--- src/rtl/pic_cfg_pkg.sv ---
// Shared types, bit positions and word builders for the 8259 init sequencer.
// Optional build macro: PIC_READBACK_EN adds the IMR readback state.
package pic_cfg_pkg;

    // ICW1 bit positions
    localparam int unsigned IC4     = 0;
    localparam int unsigned SNGL    = 1;
    localparam int unsigned LTIM    = 3;
    localparam int unsigned ICW1_ID = 4;
    // ICW4 bit positions
    localparam int unsigned UPM     = 0;
    localparam int unsigned AEOI    = 1;

    localparam logic [7:0] OCW2_NONSPEC_EOI = 8'h20;

    localparam int unsigned CNT_W = 8;

`ifdef PIC_READBACK_EN
    typedef enum logic [2:0] {
        ST_IDLE = 3'd0,
        ST_ICW1 = 3'd1,
        ST_ICW2 = 3'd2,
        ST_ICW3 = 3'd3,
        ST_ICW4 = 3'd4,
        ST_OCW1 = 3'd5,
        ST_CMD  = 3'd6,
        ST_RDBK = 3'd7
    } state_e;
`else
    typedef enum logic [2:0] {
        ST_IDLE = 3'd0,
        ST_ICW1 = 3'd1,
        ST_ICW2 = 3'd2,
        ST_ICW3 = 3'd3,
        ST_ICW4 = 3'd4,
        ST_OCW1 = 3'd5,
        ST_CMD  = 3'd6
    } state_e;
`endif

    typedef enum logic [2:0] {
        PH_IDLE   = 3'd0,
        PH_SETUP  = 3'd1,
        PH_STROBE = 3'd2,
        PH_HOLD   = 3'd3,
        PH_RECOV  = 3'd4
    } phase_e;

    // Configuration captured on an accepted start
    typedef struct packed {
        logic [4:0] vector_base;
        logic       sngl;
        logic       ltim;
        logic       aeoi;
        logic [7:0] icw3;
        logic [7:0] mask;
    } cfg_t;

    // One bus word: address bit plus data byte
    typedef struct packed {
        logic       a0;
        logic [7:0] data;
    } bus_word_t;

    function automatic logic [7:0] icw1_word(input logic ltim, input logic sngl);
        logic [7:0] w;
        w          = 8'h00;
        w[ICW1_ID] = 1'b1;
        w[LTIM]    = ltim;
        w[SNGL]    = sngl;
        w[IC4]     = 1'b1;
        return w;
    endfunction

    function automatic logic [7:0] icw2_word(input logic [4:0] vector_base);
        return {vector_base, 3'b000};
    endfunction

    function automatic logic [7:0] icw4_word(input logic aeoi);
        logic [7:0] w;
        w       = 8'h00;
        w[AEOI] = aeoi;
        w[UPM]  = 1'b1;
        return w;
    endfunction

endpackage

--- src/rtl/pic_bus_cycle.sv ---
// Runs one PIC bus cycle (SETUP, STROBE, HOLD, RECOVERY) and owns all strobe timing.
// Ports: i_go/i_is_read/i_a0/i_wdata start a cycle (accepted when idle or on the
// last recovery clock); o_done_c flags the last recovery clock; o_rdata holds the
// byte sampled on the last read-strobe clock; o_* pin outputs are registered.
module pic_bus_cycle
    import pic_cfg_pkg::*;
#(
    parameter int unsigned SETUP_CYC    = 1,
    parameter int unsigned STROBE_CYC   = 2,
    parameter int unsigned RECOVERY_CYC = 1
) (
    input  logic       clk,
    input  logic       rst_n,
    input  logic       i_go,
    input  logic       i_is_read,
    input  logic       i_a0,
    input  logic [7:0] i_wdata,
    input  logic [7:0] i_rd_pin,
    output logic       o_done_c,
    output logic [7:0] o_rdata,
    output logic       o_cs_n,
    output logic       o_wr_n,
    output logic       o_rd_n,
    output logic       o_a0,
    output logic [7:0] o_d_out,
    output logic       o_d_oe
);

    phase_e             r_phase, w_phase_nxt;
    logic [CNT_W-1:0]   r_cnt, w_cnt_nxt;
    logic               r_is_read, w_is_read_nxt;
    logic               r_a0, w_a0_nxt;
    logic [7:0]         r_d, w_d_nxt;
    logic [7:0]         r_rdata, w_rdata_nxt;
    logic               r_cs_n, w_cs_n_nxt;
    logic               r_wr_n, w_wr_n_nxt;
    logic               r_rd_n, w_rd_n_nxt;
    logic               r_oe, w_oe_nxt;
    logic               w_start;

    // Phase register and registered pins
    always_ff @(posedge clk or negedge rst_n) begin
        if (!rst_n) begin
            r_phase   <= PH_IDLE;
            r_cnt     <= '0;
            r_is_read <= 1'b0;
            r_a0      <= 1'b0;
            r_d       <= 8'h00;
            r_rdata   <= 8'h00;
            r_cs_n    <= 1'b1;
            r_wr_n    <= 1'b1;
            r_rd_n    <= 1'b1;
            r_oe      <= 1'b0;
        end else begin
            r_phase   <= w_phase_nxt;
            r_cnt     <= w_cnt_nxt;
            r_is_read <= w_is_read_nxt;
            r_a0      <= w_a0_nxt;
            r_d       <= w_d_nxt;
            r_rdata   <= w_rdata_nxt;
            r_cs_n    <= w_cs_n_nxt;
            r_wr_n    <= w_wr_n_nxt;
            r_rd_n    <= w_rd_n_nxt;
            r_oe      <= w_oe_nxt;
        end
    end

    // Phase sequencing; pins are derived from the phase being entered
    always_comb begin
        w_phase_nxt   = r_phase;
        w_cnt_nxt     = r_cnt;
        w_is_read_nxt = r_is_read;
        w_a0_nxt      = r_a0;
        w_d_nxt       = r_d;
        w_rdata_nxt   = r_rdata;
        w_start       = 1'b0;
        o_done_c      = 1'b0;
        w_cs_n_nxt    = 1'b1;
        w_wr_n_nxt    = 1'b1;
        w_rd_n_nxt    = 1'b1;
        w_oe_nxt      = 1'b0;

        case (r_phase)
            PH_IDLE: w_start = i_go;
            PH_SETUP: begin
                if (r_cnt == '0) begin
                    w_phase_nxt = PH_STROBE;
                    w_cnt_nxt   = CNT_W'(STROBE_CYC - 1);
                end else begin
                    w_cnt_nxt = r_cnt - CNT_W'(1);
                end
            end
            PH_STROBE: begin
                if (r_cnt == '0) begin
                    w_phase_nxt = PH_HOLD;
                    if (r_is_read) w_rdata_nxt = i_rd_pin;
                end else begin
                    w_cnt_nxt = r_cnt - CNT_W'(1);
                end
            end
            PH_HOLD: begin
                w_phase_nxt = PH_RECOV;
                w_cnt_nxt   = CNT_W'(RECOVERY_CYC - 1);
            end
            PH_RECOV: begin
                if (r_cnt == '0) begin
                    o_done_c    = 1'b1;
                    w_phase_nxt = PH_IDLE;
                    w_start     = i_go;
                end else begin
                    w_cnt_nxt = r_cnt - CNT_W'(1);
                end
            end
            default: w_phase_nxt = PH_IDLE;
        endcase

        // A new cycle may begin straight out of the last recovery clock
        if (w_start) begin
            w_phase_nxt   = PH_SETUP;
            w_cnt_nxt     = CNT_W'(SETUP_CYC - 1);
            w_is_read_nxt = i_is_read;
            w_a0_nxt      = i_a0;
            w_d_nxt       = i_is_read ? 8'h00 : i_wdata;
        end

        case (w_phase_nxt)
            PH_SETUP, PH_HOLD: begin
                w_cs_n_nxt = 1'b0;
                w_oe_nxt   = ~w_is_read_nxt;
            end
            PH_STROBE: begin
                w_cs_n_nxt = 1'b0;
                w_wr_n_nxt = w_is_read_nxt;
                w_rd_n_nxt = ~w_is_read_nxt;
                w_oe_nxt   = ~w_is_read_nxt;
            end
            default: ;
        endcase
    end

    assign o_rdata = r_rdata;
    assign o_cs_n  = r_cs_n;
    assign o_wr_n  = r_wr_n;
    assign o_rd_n  = r_rd_n;
    assign o_a0    = r_a0;
    assign o_d_out = r_d;
    assign o_d_oe  = r_oe;

endmodule

--- src/rtl/pic_init_sequencer.sv ---
// Programs an 8259-style PIC (ICW1..ICW4, OCW1) on start, then serialises runtime
// OCW writes from a req/ack port. Bus timing lives in pic_bus_cycle.
// Ports: start + cfg_* (captured on accepted start); cmd_req/cmd_a0/cmd_data in,
// cmd_ack out; busy/init_done status; pic_* pins to the PIC; verify_err flags an
// IMR readback mismatch.
// Optional build macro: PIC_READBACK_EN reads the IMR back after OCW1.
module pic_init_sequencer
    import pic_cfg_pkg::*;
#(
    parameter int unsigned SETUP_CYC    = 1,
    parameter int unsigned STROBE_CYC   = 2,
    parameter int unsigned RECOVERY_CYC = 1
) (
    input  logic       clk,
    input  logic       rst_n,
    input  logic       start,
    input  logic [4:0] cfg_vector_base,
    input  logic       cfg_sngl,
    input  logic       cfg_ltim,
    input  logic       cfg_aeoi,
    input  logic [7:0] cfg_icw3,
    input  logic [7:0] cfg_mask,
    input  logic       cmd_req,
    input  logic       cmd_a0,
    input  logic [7:0] cmd_data,
    output logic       cmd_ack,
    output logic       busy,
    output logic       init_done,
    output logic       pic_cs_n,
    output logic       pic_wr_n,
    output logic       pic_rd_n,
    output logic       pic_a0,
    output logic [7:0] pic_d_out,
    output logic       pic_d_oe,
    input  logic [7:0] pic_d_in,
    output logic       verify_err
);

    state_e     r_state, w_state_nxt;
    cfg_t       r_cfg, w_cfg_in;
    bus_word_t  r_cmd;
    logic       r_busy, w_busy_nxt;
    logic       r_init_done, w_init_done_nxt;
    logic       r_cmd_ack, w_cmd_ack_nxt;
    logic       w_latch_cfg, w_latch_cmd;
    logic       w_go, w_is_read, w_a0;
    logic [7:0] w_wdata;
    logic       w_bus_done;
    logic [7:0] w_rdata;
    logic [7:0] w_rd_pin;

    assign w_cfg_in = '{vector_base: cfg_vector_base, sngl: cfg_sngl, ltim: cfg_ltim,
                        aeoi: cfg_aeoi, icw3: cfg_icw3, mask: cfg_mask};

`ifdef PIC_READBACK_EN
    logic r_verify_err, w_verify_err_nxt;
    assign w_rd_pin   = pic_d_in;
    assign verify_err = r_verify_err;

    always_ff @(posedge clk or negedge rst_n) begin
        if (!rst_n) r_verify_err <= 1'b0;
        else        r_verify_err <= w_verify_err_nxt;
    end
`else
    logic w_unused_rd;
    assign w_rd_pin    = 8'h00;
    assign w_unused_rd = ^{pic_d_in, w_rdata};
    assign verify_err  = 1'b0;
`endif

    // Sequencer state, captured config and status flags
    always_ff @(posedge clk or negedge rst_n) begin
        if (!rst_n) begin
            r_state     <= ST_IDLE;
            r_cfg       <= '0;
            r_cmd       <= '0;
            r_busy      <= 1'b0;
            r_init_done <= 1'b0;
            r_cmd_ack   <= 1'b0;
        end else begin
            r_state     <= w_state_nxt;
            r_busy      <= w_busy_nxt;
            r_init_done <= w_init_done_nxt;
            r_cmd_ack   <= w_cmd_ack_nxt;
            if (w_latch_cfg) r_cfg <= w_cfg_in;
            if (w_latch_cmd) r_cmd <= '{a0: cmd_a0, data: cmd_data};
        end
    end

    // Word sequencing: each state owns one bus cycle and issues the next word
    // on the same clock its recovery ends, so cycles run back to back.
    always_comb begin
        w_state_nxt     = r_state;
        w_busy_nxt      = r_busy;
        w_init_done_nxt = r_init_done;
        w_cmd_ack_nxt   = 1'b0;
        w_latch_cfg     = 1'b0;
        w_latch_cmd     = 1'b0;
        w_go            = 1'b0;
        w_is_read       = 1'b0;
        w_a0            = 1'b0;
        w_wdata         = 8'h00;
`ifdef PIC_READBACK_EN
        w_verify_err_nxt = r_verify_err;
`endif

        case (r_state)
            ST_IDLE: begin
                // start has priority; a command waits for a fresh init_done
                if (start) begin
                    w_state_nxt     = ST_ICW1;
                    w_latch_cfg     = 1'b1;
                    w_busy_nxt      = 1'b1;
                    w_init_done_nxt = 1'b0;
                    w_go            = 1'b1;
                    w_wdata         = icw1_word(cfg_ltim, cfg_sngl);
`ifdef PIC_READBACK_EN
                    w_verify_err_nxt = 1'b0;
`endif
                end else if (cmd_req && r_init_done) begin
                    w_state_nxt = ST_CMD;
                    w_latch_cmd = 1'b1;
                    w_busy_nxt  = 1'b1;
                    w_go        = 1'b1;
                    w_a0        = cmd_a0;
                    w_wdata     = cmd_data;
                end
            end
            ST_ICW1: if (w_bus_done) begin
                w_state_nxt = ST_ICW2;
                w_go        = 1'b1;
                w_a0        = 1'b1;
                w_wdata     = icw2_word(r_cfg.vector_base);
            end
            ST_ICW2: if (w_bus_done) begin
                w_go = 1'b1;
                w_a0 = 1'b1;
                if (r_cfg.sngl) begin
                    w_state_nxt = ST_ICW4;
                    w_wdata     = icw4_word(r_cfg.aeoi);
                end else begin
                    w_state_nxt = ST_ICW3;
                    w_wdata     = r_cfg.icw3;
                end
            end
            ST_ICW3: if (w_bus_done) begin
                w_state_nxt = ST_ICW4;
                w_go        = 1'b1;
                w_a0        = 1'b1;
                w_wdata     = icw4_word(r_cfg.aeoi);
            end
            ST_ICW4: if (w_bus_done) begin
                w_state_nxt = ST_OCW1;
                w_go        = 1'b1;
                w_a0        = 1'b1;
                w_wdata     = r_cfg.mask;
            end
            ST_OCW1: if (w_bus_done) begin
`ifdef PIC_READBACK_EN
                w_state_nxt = ST_RDBK;
                w_go        = 1'b1;
                w_is_read   = 1'b1;
                w_a0        = 1'b1;
`else
                w_state_nxt     = ST_IDLE;
                w_busy_nxt      = 1'b0;
                w_init_done_nxt = 1'b1;
`endif
            end
`ifdef PIC_READBACK_EN
            ST_RDBK: if (w_bus_done) begin
                w_state_nxt     = ST_IDLE;
                w_busy_nxt      = 1'b0;
                w_init_done_nxt = 1'b1;
                if (w_rdata != r_cfg.mask) w_verify_err_nxt = 1'b1;
            end
`endif
            ST_CMD: if (w_bus_done) begin
                w_state_nxt   = ST_IDLE;
                w_busy_nxt    = 1'b0;
                w_cmd_ack_nxt = 1'b1;
            end
            default: begin
                w_state_nxt = ST_IDLE;
                w_busy_nxt  = 1'b0;
            end
        endcase
    end

    pic_bus_cycle #(
        .SETUP_CYC    (SETUP_CYC),
        .STROBE_CYC   (STROBE_CYC),
        .RECOVERY_CYC (RECOVERY_CYC)
    ) u_bus (
        .clk       (clk),
        .rst_n     (rst_n),
        .i_go      (w_go),
        .i_is_read (w_is_read),
        .i_a0      (w_a0),
        .i_wdata   (w_wdata),
        .i_rd_pin  (w_rd_pin),
        .o_done_c  (w_bus_done),
        .o_rdata   (w_rdata),
        .o_cs_n    (pic_cs_n),
        .o_wr_n    (pic_wr_n),
        .o_rd_n    (pic_rd_n),
        .o_a0      (pic_a0),
        .o_d_out   (pic_d_out),
        .o_d_oe    (pic_d_oe)
    );

    assign busy      = r_busy;
    assign init_done = r_init_done;
    assign cmd_ack   = r_cmd_ack;

endmodule

--- config.mk ---
export PLATFORM = sky130hd
export DESIGN_NAME = pic_init_sequencer
export DESIGN_NICKNAME = d
export VERILOG_FILES = /design/src/rtl/pic_cfg_pkg.sv /design/src/rtl/pic_bus_cycle.sv /design/src/rtl/pic_init_sequencer.sv
export SDC_FILE = /design/constraint.sdc
export NUM_CORES = 1
export LEC_CHECK = 0
export CAP_MARGIN = 25
export CELL_PAD_IN_SITES_DETAIL_PLACEMENT = 1
export CELL_PAD_IN_SITES_GLOBAL_PLACEMENT = 1
export CORE_UTILIZATION = 46
export CTS_BUF_LIST = sky130_fd_sc_hd__clkbuf_8
export DETAILED_ROUTE_END_ITERATION = 10
export HOLD_SLACK_MARGIN = 0.08
export PLACE_DENSITY = 0.89
export RECOVER_POWER = 100
export SLEW_MARGIN = 10
export SYNTH_ARGS = -nofsm -noshare
export SYNTH_HDL_FRONTEND = slang
export SYNTH_HIERARCHICAL = 1
export SYNTH_SLANG_ARGS = --single-unit
--- constraint.sdc ---
create_clock -name clk -period 6.3 [get_ports clk]
set_clock_uncertainty 0.1 [all_clocks]
set_input_delay 0.63 -clock clk [delete_from_list [all_inputs] [get_ports clk]]
set_output_delay 0.63 -clock clk [all_outputs]
set_load 0.05 [all_outputs]
After elaboration in Yosys (flattened, before gate mapping)
Cells that the tools add are included. Widths: inputs -> output; s select.

Add/sub/neg operators: 1. Eq/ne operators: 22. Muxes and demuxes: 52. Bitwise logic cells: 2. Reductions and logical operators: 14.

Operator list (count): $mux 8 (9); $pmux 8 s5 (1); $mux 3 (12); $pmux 8 s3 (1); $mux 1 (21); $eq 3x2->1 const B (6); $pmux 3 s6 (1); $pmux 3 s5 (1); $eq 3x3->1 const B (4); $ne 2x1->1 const B (6); $eq 3x1->1 const B (3); $logic_not 8->1 (1); $pmux 1 s2 (4); $sub 8x1->8 const B (1); $logic_not 3->1 (2); $reduce_and 3->1 (2); $reduce_and 6->1 (1); $reduce_bool 4->1 (1); $reduce_or 2->1 (2); $reduce_or 4->1 (1); $ne 3x2->1 const B (1); $ne 3x3->1 const B (1); $pmux 1 s3 (1); $reduce_or 3->1 (1); 6 further kinds (7).

Register bits after elaboration: 54. Input port bits: 45. Output and inout bits: 17.

Depth between registers and ports, before layout
Gate-level depths: netlist of run 1.

Word-level depth: 11. Mapped depth: 12.

Modules after synthesis
Netlist of run 1, hierarchy kept.

By module, submodules not included: pic_bus_cycle (times used 1, cells each 162, area each 1729.2 um2, seq. area each 829.5 um2); pic_init_sequencer (times used 1, cells each 148, area each 1622.8 um2, seq. area each 725.7 um2).

Worst setup path after synthesis of run 1
OpenSTA, ideal clock, no wires.

Path kind: reg2reg. From: register u_bus.r_cnt[0]. To: register u_bus.r_wr_n (netlist: u_bus/o_wr_n). Data arrival time: 2.992 ns. Setup slack: 3.120 ns. Cell stages (with the launch flop): 12. Path through: dfrtp_1 > inv_1 > ha_1 > nor3b_1 > nand2_1 > nor2_1 > clkbuf_1 > nand3_1 > nand2_1 > nor3b_1 > a21boi_2 > or3b_1.

Longest elaborated chain between the ends: 10. Elaborated cells on any way between the ends: 15. Those cells by class: 1 x eq/ne; 13 x mux; 1 x reduce/logical.

RTL lines: from (decl) (line pic_bus_cycle.sv:30) `logic [CNT_W-1:0] r_cnt, w_cnt_nxt;`; from (signal assigned) (line pic_bus_cycle.sv:56) `r_cnt <= w_cnt_nxt;`; $logic_not 8->1 * (line pic_bus_cycle.sv:106) `if (r_cnt == '0) begin`; $mux 1 * (line pic_bus_cycle.sv:106); $mux 1 * (line pic_bus_cycle.sv:83) `case (r_phase)`; net w_bus_done (line pic_init_sequencer.sv:48) `logic w_bus_done;`; $mux 1 *; $pmux 1 s2 * (line pic_init_sequencer.sv:107) `case (r_state)`; net w_go (line pic_init_sequencer.sv:46) `logic w_go, w_is_read, w_a0;`; $mux 1 (line pic_bus_cycle.sv:106); $pmux 1 s2 * (line pic_bus_cycle.sv:83); $mux 3 (line pic_bus_cycle.sv:118) `if (w_start) begin`; $eq 3x2->1 (line pic_bus_cycle.sv:126) `case (w_phase_nxt)`; $mux 1 * (line pic_bus_cycle.sv:126); net u_bus.w_wr_n_nxt (line pic_bus_cycle.sv:36) `logic r_wr_n, w_wr_n_nxt;`; to (signal assigned) (line pic_bus_cycle.sv:62) `r_wr_n <= w_wr_n_nxt;`; to (decl) (line pic_bus_cycle.sv:36).

Mark *: on every way through the listed nets, which the timed path passes. The rest lies on a longest branch. A chain may end at the register's enable or synchronous reset.

Worst setup path in the final report of run 1
From: register u_bus.r_cnt[0]. To: register u_bus.r_d[1] (netlist: u_bus/o_d_out[1]).

Longest elaborated chain between the ends: 7. Elaborated cells on any way between the ends: 11. Those cells by class: 10 x mux; 1 x reduce/logical.

RTL lines: $logic_not 8->1 * (line pic_bus_cycle.sv:106); $mux 1 * (line pic_bus_cycle.sv:106); $mux 1 * (line pic_bus_cycle.sv:83); net w_bus_done (line pic_init_sequencer.sv:48); $mux 1 *; $pmux 1 s2 * (line pic_init_sequencer.sv:107); net w_go (line pic_init_sequencer.sv:46); $mux 1 (line pic_bus_cycle.sv:106); $pmux 1 s2 * (line pic_bus_cycle.sv:83); to (signal assigned) (line pic_bus_cycle.sv:59) `r_d <= w_d_nxt;`; to (decl) (line pic_bus_cycle.sv:33) `logic [7:0] r_d, w_d_nxt;`.

Marked as above.

==> key figures, run 1 <==
Clock tree
  • Post-CTS Hold Fix Bufs: 0
  • Post-CTS Setup Bufs: 0
  • Clk_lat worst skew: 0.32 ns
  • PostCTS Resize Cnt: 0
  • CTS tree: yes
  • Longest Clk Path Bufs: 2
  • Total CTS buffers: 5
  • Htree depth: 2
  • CTS sink count: 54
  • CTS clk-pin slew, worst paths: 0.10 ns
  • CTS root buffer: clkbuf_8

Floorplanning
  • Core area: 6350 µm²
  • Die Span Y: 83.3 µm
  • Die Wd: 83.3 µm
  • # IOs: 62
  • Starting Density: 0.479
  • FP Rows: 29
  • DIE AREA: 6940 µm²

Place
  • Post-place setup slack: 2.20 ns
  • Gpl congestion: 0.898
  • Hpwl dp: 5.81 mm
  • Input/output buffers: 52

Setup path
  • Worst Setup Path Type: flop to flop
  • Critical Path RT: 6.40 ns
  • Critical R2R Launch: u_bus/r_cnt[0]
  • Top cell by count, worst path: nand2_1
  • Startpoint types: flop
  • Crit Reg-Reg Endpoint: u_bus/o_d_out[1]
  • R2R Setup Slk: 2.04 ns
  • Critical Path Max Stage Delay: 0.68 ns
  • Slowest-stage cell, CP: nor2_1
  • Worst setup EP type: flop
  • Arrival @ worst endpoint: 4.37 ns
  • CP max FO: 12
  • Worst r2r path cells: 10
  • CP cell instances: inv_1, ha_1, nor3b_1, nand2_1, nor2_1, nand3_1, nand2_1, nor3b_1, nand2_1, mux2_2

Pwr
  • Cell Pwr Density: 169 nW/µm²
  • LEAKAGE: 1.57 nW
  • IR Drop Worst-Case VDD: 115 µV

Timing
  • Unrepaired setup endpoints after global routing: false
  • Worst rel slew slack: -0.961
  • Final Hold Viols: 0
  • Maximum clock rate: 235 MHz
  • Final setup fails: 0
  • Setup_tns: 0 ns
  • Max Slew Vio Count: 55
  • Measured slew at the worst slew-check pin: 2.94 ns
  • Final worst path period share: 0.677
  • Period minus WS final: 4.26 ns
  • Final worst slack: 2.04 ns

Run status
  • Failing checks: capacitance limit, slew limit
  • Run status: finished with violations

GRT
  • Vias in the first global route: 2706
  • Tot GR Track Use: 0.248
  • Largest net degree at the start of global routing: 55
  • First-pass GRT wire length: 13.5 mm
  • Initial antenna violation count: 0
  • Gr ovfl total: 0

Worst hold path
  • Hold Crit Class: flop to flop
  • HP Start: u_bus/o_d_out[4]
  • Cell count of the worst hold path: 1
  • WHS Endpoint: u_bus/o_d_out[4]

Route
  • Remaining DRCs: 0
  • WL final: 8.02 mm
  • Pre-Repair DR Iteration Count: 4
  • Starting DRT DRC Count: 124
  • Post-route ant nets: 0
  • Routed WL per cell: 19.0 µm
  • Vias/cell: 5.99
  • DR vias: 2532

Final layout
  • # nets final: 391
  • Layout fillers: 703
  • Share of cells above drive strength 1: 0.165
  • Antenna cell count: 0
  • P&R area growth vs syn: 20.2%

Yosys
  • Cell count after synthesis: 293
  • Yosys warning total: 6
  • Mean post-synth cell area: 10.4 µm²
  • Mapped Area: 3040 µm²

Flow run
  • MaxCap Viol Count: 1
[metrics by stage]
step / power [mW] / hold WS [ns] / util / area (µm²) / instances
floorplan: 0.380 / 0.234 / - / 3070 / 302
global placement: 0.411 / 0.371 / 0.566 / 3590 / 415
detailed placement: 0.414 / 0.380 / 0.566 / 3590 / 415
CTS: 0.626 / 0.361 / 0.581 / 3690 / 423
global route: 0.641 / 0.421 / 0.576 / 3660 / 423
finish: 0.619 / 0.411 / 0.576 / 3660 / 423
[flip-flops by register name, summed over array words and instances (netlist names)]
name	flops
init_done	1
r_state	3
u_bus/r_cnt	8
u_bus/r_is_read	1
u_bus/o_a0	1
busy	1
u_bus/o_cs_n	1
cmd_ack	1
u_bus/o_wr_n	1
u_bus/o_d_oe	1
r_cfg	23
u_bus/o_d_out	8
u_bus/r_phase	3
u_bus/o_rd_n	1
[cell type report]
cell class | count | area (µm²) | area share
Clock buffer | 6 | 82.6 | 0.0226
Clock inverter | 2 | 16.3 | 0.00445
Inverter | 11 | 41.3 | 0.0113
Multi-Input combinational cell | 219 | 1540 | 0.422
Sequential cell | 54 | 1360 | 0.371
Tap cell | 77 | 96.3 | 0.0264
Timing Repair Buffer | 54 | 523 | 0.143
[per-layer routing]
metal | GRT usage | up-vias | routed length (µm)
met4 | 0.0987 | 0 | 223
met2 | 0.411 | 59 | 3930
li1 | - | 1179 | -
met3 | 0.0378 | 18 | 237
met1 | 0.325 | 1276 | 3630
met5 | 0 | - | 0
[power breakdown]
group	internal (mW)	switching, mW	leakage [nW]
sequential	0.354	0.00709	0.681
combinational	0.0268	0.0179	0.840
clock	0.0908	0.122	0.0478
[worst max-delay path: cells and delay by family, from the launching register on]
family                   cells  cell delay (ns)
AND/OR/NAND/NOR              7             2.92
flip-flops                   1             0.45
multiplexers                 1             0.38
adder cells (fa/ha/maj)      1             0.20
buffers and inverters        1             0.10
[placed cells by master, fill, tap and decap left out, types with 3 or more instances in the layout]
cell type         n
a221o_1           5
a31oi_1           5
a22oi_1           3
or3b_2            4
dfrtp_1          51
clkbuf_8          6
nand3_1           5
mux2_2           30
o22ai_1           5
nand2_1          13
nor2b_1          16
and3_1            3
nor4_1            4
a21oi_1          18
nand3b_1          5
nor3_1           12
dlygate4sd3_1    17
nor2_1           12
dfstp_2           3
conb_1           10
clkdlybuf4s50_1  34
or2_2             3
nor3b_1           6
o21ai_0          11
nand2b_1          4
inv_1            11
[how the worst max path moves through the flow]
stage,start,end,slack [ns],cells past startpoint
after floorplan,u_bus/r_cnt[0],u_bus/o_wr_n,3.12,11
after global placement,u_bus/r_cnt[0],u_bus/o_d_out[5],2.23,10
after detailed placement,u_bus/r_cnt[0],u_bus/o_d_out[7],2.20,10
after CTS,u_bus/r_cnt[0],u_bus/o_d_out[6],2.15,10
after global routing,u_bus/r_cnt[0],u_bus/o_d_out[3],1.58,10
final,u_bus/r_cnt[0],u_bus/o_d_out[1],2.04,10
No activity file was read; power rests on OpenSTA's default activity.
==> inputs of run 2 (changes only) <==
- CORE_UTILIZATION: 46 -> 38
- PLACE_DENSITY: 0.89 -> 0.79
- clock period: 6.3 -> 3.8 ns (I/O delays scaled with it)
==> key figures, run 2 (synthesis results as in run 1) <==
Setup path
  • Arrival @ worst endpoint: 3.37 ns
  • CP max FO: 6
  • Worst setup EP type: flop
  • Startpoint types: flop
  • R2R Setup Slk: 0.51 ns
  • Worst Setup Path Type: flop to flop
  • Critical Path RT: 3.88 ns

Floorplanning
  • Starting Density: 0.393
  • FP Rows: 32
  • Die Span Y: 91.5 µm
  • Core area: 7730 µm²
  • Die Wd: 91.5 µm
  • DIE AREA: 8360 µm²
  • # IOs: 62

Pwr
  • IR Drop Worst-Case VDD: 149 µV
  • LEAKAGE: 1.60 nW
  • Cell Pwr Density: 262 nW/µm²

GRT
  • Gr ovfl total: 0
  • Vias in the first global route: 2675
  • Largest net degree at the start of global routing: 34
  • First-pass GRT wire length: 13.3 mm
  • Initial antenna violation count: 0
  • Tot GR Track Use: 0.200

Final layout
  • Largest Register: r_cfg
  • Commonest non-fill, non-tap cell in the layout: dfrtp_1
  • Antenna cell count: 0
  • P&R area growth vs syn: 22.8%
  • Final core utilization: 0.483
  • Most frequent cells in the layout: 51 x dfrtp_1, 35 x clkdlybuf4s50_1, 31 x mux2_2
  • Largest register FFs: 23
  • Layout fillers: 868
  • # nets final: 399
  • Share of cells above drive strength 1: 0.181

Timing
  • Fin Hold WS: 0.392 ns
  • Maximum clock rate: 304 MHz
  • Final Hold Viols: 0
  • Measured slew at the worst slew-check pin: 1.25 ns
  • Max Slew Vio Count: 0
  • Period minus WS final: 3.29 ns
  • Setup_tns: 0 ns
  • Final worst path period share: 0.865
  • Final setup fails: 0
  • Unrepaired setup endpoints after global routing: false
  • Worst rel slew slack: 0.166

Place
  • Hpwl dp: 5.65 mm
  • Input/output buffers: 52
  • Gpl congestion: 0.845

Route
  • Post-route ant nets: 0
  • WL final: 7.65 mm
  • Starting DRT DRC Count: 141
  • Vias/cell: 5.44
  • DR vias: 2475
  • Pre-Repair DR Iteration Count: 4
  • Routed WL per cell: 16.8 µm
  • Remaining DRCs: 0

Clock tree
  • Clk_lat worst skew: 0.31 ns
  • CTS tree: yes
  • CTS clk-pin slew, worst paths: 0.09 ns
  • PostCTS Resize Cnt: 0
  • Total CTS buffers: 5
  • CTS sink count: 54
  • Longest Clk Path Bufs: 2
  • Htree depth: 2
  • CTS root buffer: clkbuf_8

Flow run
  • MaxCap Viol Count: 0

Run status
  • Run status: finished, final reports clean

Worst hold path
  • Hold Crit Class: flop to flop
==> run 2: through the flow <==
step | std cells | instance area (µm²) | total power [mW] | worst slack, ns
after floorplan | 302 | 3070 | 0.629 | 0.620
after global placement | 447 | 3670 | 0.683 | 0.759
after detailed placement | 447 | 3670 | 0.686 | 0.729
after CTS | 455 | 3760 | 0.993 | 0.641
after global routing | 455 | 3730 | 1.03 | 0.215
final | 455 | 3730 | 0.979 | 0.513
==> run 2: report_power, final <==
part	internal [mW]	leakage [nW]	switching (mW)	total, mW
Clock	0.124	0.0438	0.182	0.306
Combinational	0.0460	0.878	0.0323	0.0783
Sequential	0.587	0.681	0.00714	0.594
==> run 2: routing by layer <==
metal,part of all wire,track usage
met1,0.47,0.276
met2,0.48,0.330
met3,0.030,0.0285
met4,0.012,0.0503
met5,0,0
==> run 2: cell type report <==
| type | instances | area (µm²) | share of cell area |
|---|---|---|---|
| flip-flops and latches | 54 | 1360 | 0.363 |
| clock inverters | 2 | 10.0 | 0.00268 |
| multi-input cells | 219 | 1550 | 0.415 |
| well taps | 102 | 128 | 0.0342 |
| repair buffers | 62 | 582 | 0.156 |
| clock buffers | 5 | 68.8 | 0.0184 |
| inverters | 11 | 41.3 | 0.0111 |
==> run 2: what timing repair did <==
item                                   CTS  global route
endpoints found under the hold margin   21             0
hold buffers                             1             0
buffers inserted                         0             0
==> run 2: critical path: stages, from the launching register on <==
cell and delay, ns:
dfrtp_1 0.44, inv_1 0.11, ha_1 0.23, nor3b_1 0.21, clkbuf_1 0.24, nand2_1 0.16, nor2_1 0.38, nand3_1 0.14
nand2_1 0.14, or3b_2 0.48, nand2_1 0.16, nor2_1 0.11, o221a_2 0.27
==> run 2: worst paths after layout <==
path,from,endpoint,cells after the start
min in group asynchronous,rst_n,u_bus/r_cnt[3],2
max in group asynchronous,rst_n,u_bus/r_phase[0],3
worst min-delay path,r_cfg[22],r_cfg[22],1
worst max register to register,u_bus/r_cnt[0],u_bus/r_cnt[7],12
worst max-delay path,u_bus/r_cnt[0],u_bus/r_cnt[7],12
worst min register to register,r_cfg[22],r_cfg[22],1
